$ cat src/rtl/pipe_hazard_ctrl.sv
// pipe_hazard_ctrl
//   Stall/flush sequencer for the 5-stage pipeline. It does the following:
//   - Detects load-use hazards that forwarding cannot cover.
//   - Freezes the pipe on I-cache and D-cache misses.
//   - Flushes the wrong path on a taken branch or jump.
//   - Parks the core once HALT reaches MEM/WB.
//   Control outputs are combinational from state and inputs. State and the
//   miss counter update on posedge clk.
//
// Parameters
//   MISS_TIMEOUT  cycles allowed in a miss state before timeout_err + HALT
//   CNT_W         miss counter width (2**CNT_W > MISS_TIMEOUT)
//
// Ports
//   clk, rst_n                      clock, async active-low reset
//   MemRead_IDEX, RegisterRd_IDEX   load in ID/EX and its destination
//   RegisterRs/Rt_IFID, Rs/RtUsed   source registers of the IF/ID instruction
//   Branch_taken_EX                 taken branch/jump resolved in EX
//   imem_stall/imem_done            I-cache miss in progress / fill complete
//   dmem_stall/dmem_done            D-cache miss in progress / access complete
//   Halt_MEMWB                      HALT has reached MEM/WB
//   pc_en..memwb_en                 stage register load enables
//   ifid_nop, idex_nop              inject a bubble into that stage register
//   halted, timeout_err             core parked / sticky miss timeout
//
// Optional feature: define STALL_PERF_CNT_EN to add the stall_cycles and
// bubbles saturating performance counters.
module pipe_hazard_ctrl #(
  parameter int MISS_TIMEOUT = 1023,
  parameter int CNT_W        = 10
) (
  input  logic       clk,
  input  logic       rst_n,
  input  logic       MemRead_IDEX,
  input  logic [2:0] RegisterRd_IDEX,
  input  logic [2:0] RegisterRs_IFID,
  input  logic [2:0] RegisterRt_IFID,
  input  logic       RsUsed_IFID,
  input  logic       RtUsed_IFID,
  input  logic       Branch_taken_EX,
  input  logic       imem_stall,
  input  logic       imem_done,
  input  logic       dmem_stall,
  input  logic       dmem_done,
  input  logic       Halt_MEMWB,
  output logic       pc_en,
  output logic       ifid_en,
  output logic       idex_en,
  output logic       exmem_en,
  output logic       memwb_en,
  output logic       ifid_nop,
  output logic       idex_nop,
  output logic       halted,
  output logic       timeout_err
`ifdef STALL_PERF_CNT_EN
  ,
  output logic [31:0] stall_cycles,
  output logic [31:0] bubbles
`endif
);

  typedef enum logic [1:0] {RUN, DMISS, IMISS, HALT} state_t;

  typedef struct packed {
    logic pcEn;
    logic ifidEn;
    logic idexEn;
    logic exmemEn;
    logic memwbEn;
    logic ifidNop;
    logic idexNop;
  } ctrl_t;

  localparam ctrl_t CTRL_GO     = 7'b11111_00;
  localparam ctrl_t CTRL_FREEZE = 7'b00000_00;
  localparam ctrl_t CTRL_FLUSH  = 7'b11111_11; // PC takes target, kill IF/ID + ID/EX
  localparam ctrl_t CTRL_IFILL  = 7'b01111_10; // no fetch word, back end drains
  localparam ctrl_t CTRL_LDUSE  = 7'b00111_01; // hold PC + IF/ID, one bubble
  localparam ctrl_t CTRL_RESET  = 7'b00000_11;

  localparam logic [CNT_W-1:0] CNT_MAX = CNT_W'(MISS_TIMEOUT);

  state_t           state, nextState, runNext;
  logic [CNT_W-1:0] cnt, nextCnt;
  ctrl_t            runCtrl, ctrl, ctrlOut;
  logic             loadUse, cntHit, setTo;

  // R0 is a real register here, so there is no Rd != 0 qualification.
  assign loadUse = MemRead_IDEX &
                   ((RsUsed_IFID & (RegisterRd_IDEX == RegisterRs_IFID)) |
                    (RtUsed_IFID & (RegisterRd_IDEX == RegisterRt_IFID)));
  assign cntHit  = (cnt == CNT_MAX);

  // Normal-flow priority list. It is shared by RUN and by the cycle in which
  // a D-miss completes. The D-miss entry term only applies from RUN, so a
  // lingering dmem_stall on the done cycle does not re-enter DMISS.
  always_comb begin : runRules
    runCtrl = CTRL_GO;
    runNext = RUN;
    if (Halt_MEMWB) begin
      runCtrl = CTRL_FREEZE;
      runNext = HALT;
    end else if (dmem_stall && state == RUN) begin
      runCtrl = CTRL_FREEZE;
      runNext = DMISS;
    end else if (Branch_taken_EX) begin
      runCtrl = CTRL_FLUSH;      // wrong-path fetch and load-use both moot
    end else if (imem_stall) begin
      runCtrl = CTRL_IFILL;
      runNext = IMISS;
    end else if (loadUse) begin
      runCtrl = CTRL_LDUSE;
    end
  end

  // Timeout is checked ahead of a coincident done pulse, so a miss that
  // reached the limit always parks the core.
  always_comb begin : nextLogic
    ctrl      = CTRL_FREEZE;
    nextState = state;
    nextCnt   = cnt;
    setTo     = 1'b0;
    unique case (state)
      RUN: begin
        ctrl      = runCtrl;
        nextState = runNext;
        nextCnt   = '0;
      end
      DMISS: begin
        if (cntHit) begin
          setTo     = 1'b1;
          nextState = HALT;
        end else if (dmem_done) begin
          ctrl      = runCtrl;
          nextState = runNext;
          nextCnt   = '0;
        end else begin
          nextCnt = cnt + CNT_W'(1);
        end
      end
      IMISS: begin
        if (cntHit) begin
          setTo     = 1'b1;
          nextState = HALT;
        end else if (Halt_MEMWB) begin
          nextState = HALT;
        end else if (dmem_stall) begin
          // The I-miss is re-detected from RUN later if still pending.
          nextState = DMISS;
          nextCnt   = '0;
        end else begin
          // Back end keeps advancing, so hazards downstream still apply.
          if (Branch_taken_EX)  ctrl = CTRL_FLUSH;
          else if (loadUse)     ctrl = CTRL_LDUSE;
          else if (imem_done)   ctrl = CTRL_GO;
          else                  ctrl = CTRL_IFILL;
          if (imem_done) begin
            nextState = RUN;
            nextCnt   = '0;
          end else begin
            nextCnt = cnt + CNT_W'(1);
          end
        end
      end
      default: ;                 // HALT: frozen until reset
    endcase
  end

  assign ctrlOut  = rst_n ? ctrl : CTRL_RESET;
  assign pc_en    = ctrlOut.pcEn;
  assign ifid_en  = ctrlOut.ifidEn;
  assign idex_en  = ctrlOut.idexEn;
  assign exmem_en = ctrlOut.exmemEn;
  assign memwb_en = ctrlOut.memwbEn;
  assign ifid_nop = ctrlOut.ifidNop;
  assign idex_nop = ctrlOut.idexNop;
  assign halted   = rst_n && (state == HALT);

  always_ff @(posedge clk or negedge rst_n) begin
    if (!rst_n) begin
      state       <= RUN;
      cnt         <= '0;
      timeout_err <= 1'b0;
    end else begin
      state <= nextState;
      cnt   <= nextCnt;
      if (setTo) timeout_err <= 1'b1;
    end
  end

`ifdef STALL_PERF_CNT_EN
  always_ff @(posedge clk or negedge rst_n) begin
    if (!rst_n) begin
      stall_cycles <= '0;
      bubbles      <= '0;
    end else begin
      if (!ctrl.pcEn && state != HALT && stall_cycles != 32'hFFFF_FFFF)
        stall_cycles <= stall_cycles + 32'd1;
      if (ctrl.idexNop && bubbles != 32'hFFFF_FFFF)
        bubbles <= bubbles + 32'd1;
    end
  end
`endif

endmodule

$ cat config.mk
export PLATFORM = sky130hd
export DESIGN_NAME = pipe_hazard_ctrl
export DESIGN_NICKNAME = d
export VERILOG_FILES = /design/src/rtl/pipe_hazard_ctrl.sv
export SDC_FILE = /design/constraint.sdc
export NUM_CORES = 1
export LEC_CHECK = 0
export CAP_MARGIN = 15
export CORE_UTILIZATION = 35
export CTS_BUF_LIST = sky130_fd_sc_hd__clkbuf_16
export CTS_CLUSTER_SIZE = 20
export DETAILED_ROUTE_END_ITERATION = 10
export GPL_TIMING_DRIVEN = 0
export PLACE_DENSITY_LB_ADDON = 0.05
export SYNTH_ARGS = -nofsm -noshare
export SYNTH_HDL_FRONTEND = slang
export SYNTH_SLANG_ARGS = --single-unit
$ cat constraint.sdc
create_clock -name clk -period 2.5 [get_ports clk]
set_input_delay 0.375 -clock clk [delete_from_list [all_inputs] [get_ports clk]]
set_output_delay 0.375 -clock clk [all_outputs]
set_load 0.01 [all_outputs]
==> out/qor.yml <==
outcome: "complete, no violations"
dp_hpwl_um: 2056
rsz0062_at_grt: "true"
worst_skew_pair.late_latency_ps: 240
crit_path_max_incr_delay_ps: 420
multiInputGateArea_um2: 819.5
netlist.area_leader.share: 0.2899
drt_first_iter_violations: 34
fin_crit_ps: 2443
hold_class: "input port to async pin"
synth.most_common_cell: "dfrtp_1"
critical_path_buf_inv_count: 2
clk_pin_slew_ps: 50
cp_max_fo: 8
pin_count: 29
root_buffer: "clkbuf_16"
ant_nets: 0
crit_top_cell: "nand3_4"
die_w_um: 58.63
fin_setup_tns_ps: 0
setup_viol: 0
r2r_cells: 7
first_pass_iters: 4
synthesis.area_um2: 1122
vdd_ir_drop_max_mv: 0.5864
slew_headroom: 0.5326
htreeDepth: 1
final_core_util: 0.5488
yosys_warnings: 0
final_hold_viol_count: 0
maxSlewViolCount: 0
synth_edf_count: 0
cp_cell_sequence: "ha_2 -> and3_1 -> buf_6 -> nand3_4 -> nand3_4 -> or4_1 -> o311ai_1 -> buf_2"
viasPerCell: 5.222
die_height_um: 58.63
crit_type: "register to primary output"
maxCapViolCount: 0
critical-path-slowest-cell: "or4_1"
reg2reg_setup_slack_ps: 380
numCtsBuffers: 3
skew_ps: 0.6174
fmax_mhz: 409.3
antenna_found_initial: 0
cts_tree: "yes"
worst_pin_slew_ps: 701.2
n_antenna_cell: 0
seq_area_um2: 325.3
leakagePower_uw: 0.0007032
nFillCells: 294
holdWs_ps: 259.4
r2r_end: "cnt[5]"
async_reset_ff_frac: 1.000
synth_top_area_cell: "dfrtp_1"
cts_buffer_depth: 2
gr-total-overflow: 0
drcViolationCount: 0
grt_max_degree: 18
synth_ff_type: "dfrtp_1"
cp-end-kind: "primary output"
core_area_um2: 3053
synth_common_cells: "dfrtp_1, nor2_1, o21ai_1"
finalNetCount: 195
synth_area_leaders: "dfrtp_1, ha_1, xnor2_1"
start_kind: "register"
synth_fp_nets: 152
cts_sinks: 13
powerDensity_nw_per_um2: 788.9
grt_pass1_vias: 1043
synth_seq_area_share: 0.2899
place.port_buffers: 28
drt-total-wl_um: 2849
synthCells: 126
synth.distinct_cells: 44
cp_data_arrival_time_ps: 2070
grt_usage: 0.1766
place_congestion: 0.8734
cts_hold_buf: 0
dieArea_um2: 3437
drive_gt1_frac: 0.2560
start_util: 0.3676
cpLargestDelayFamily: "simple AND/OR/NAND/NOR gates"
synth-seq-cells: 13
area_delta_synth_final_pct: 49.28
syn_area_per_cell_um2: 8.907
crit_required_ps: 2120
regToRegStartpoint: "state[0]"
post_drt_wl_per_cell_um: 13.44
via_count: 1107
grt_pass1_wl_um: 4650
rows: 20
layout_worst_path_cycle_share: 0.9772
[worst max path at each step]
stage	from	to	slack (ps)	cells past startpoint
final	cnt[0]	ifid_nop	60	8
after global routing	cnt[0]	ifid_nop	-20	8
after CTS	cnt[0]	idex_en	-10	9
after detailed placement	rst_n	idex_en	-490	5
after global placement	rst_n	memwb_en	-440	5
after floorplan	cnt[0]	ifid_nop	430	7
[kinds of logic after synthesis]
family | share of synthesized area
compound gates | 0.3244
xor+xnor | 0.04682
simple gates | 0.2051
flops | 0.2899
buf+inv | 0.05685
mux | 0.01003
fa+ha+maj | 0.06689
[placed cells by master, fill, tap and decap left out, types with 2 or more instances in the layout]
cell	synthesis	final
ha_4	0	2
nor2_1	10	10
buf_6	2	2
dlygate4sd2_1	0	2
clkdlybuf4s15_1	0	2
nand2b_1	3	3
o311ai_1	2	2
ha_1	6	3
nand4_1	2	2
and2_1	2	2
buf_4	2	12
o41ai_2	2	2
a31oi_1	5	5
clkdlybuf4s50_1	0	20
dfrtp_1	13	13
nand3_4	0	2
o31ai_1	5	5
and3_1	3	3
nor2b_1	4	4
o21ai_0	6	6
inv_1	6	6
nand2_1	7	7
a21boi_2	0	2
a21oi_2	0	2
nand3_1	5	3
clkbuf_16	0	3
buf_2	0	2
clkbuf_2	0	2
o21ai_1	8	7
xnor2_1	6	6
[layout make-up]
type / instances / share of cell area
clock buffers: 3 / 0.04481
repair buffers: 38 / 0.1987
inverters: 6 / 0.01344
multi-input cells: 102 / 0.4892
plain buffers: 5 / 0.02465
clock inverters: 1 / 0.002240
well taps: 44 / 0.03286
flip-flops and latches: 13 / 0.1942
[metal layers]
metal  track usage  wire [µm]  vias to the layer above  share of wire
met5             0          0                        -              0
met4       0.06122         26                        0         0.0091
met3       0.04176        185                        4          0.065
met2        0.2775       1273                       33           0.45
met1        0.2380       1364                      517           0.48
li1              -          -                      553              -
[stage by stage]
| step | setup WS [ps] | cell area, µm² | std cells | power, µW |
|---|---|---|---|---|
| after floorplan | 427.8 | 1122 | 126 | 679.8 |
| after global placement | -440.3 | 1458 | 198 | 855.7 |
| after detailed placement | -491.5 | 1458 | 198 | 864.5 |
| after CTS | -10.40 | 1628 | 208 | 1280 |
| after global routing | -16.66 | 1675 | 212 | 1413 |
| final | 56.88 | 1675 | 212 | 1322 |
[state kept, by name (all words and copies together) (netlist names)]
register	cells
cnt	10
state	2
timeout_err	1
[timing repair]
item	4_1_cts	5_1_grt
setup endpoints to repair	7	6
pin swaps	4	2
hold endpoints to repair	0	0
gates cloned	0	0
setup buffers	6	4
resized for setup	26	12
[where the power goes]
group	switching, µW	internal (µW)	total (µW)	leakage [µW]
sequential	23.5	239	263	0.000177
combinational	385	374	759	0.000484
clock	89.0	211	300	0.0000423
total	498	824	1320	0.000703
Note: power is estimated with default switching activity, not from simulation.
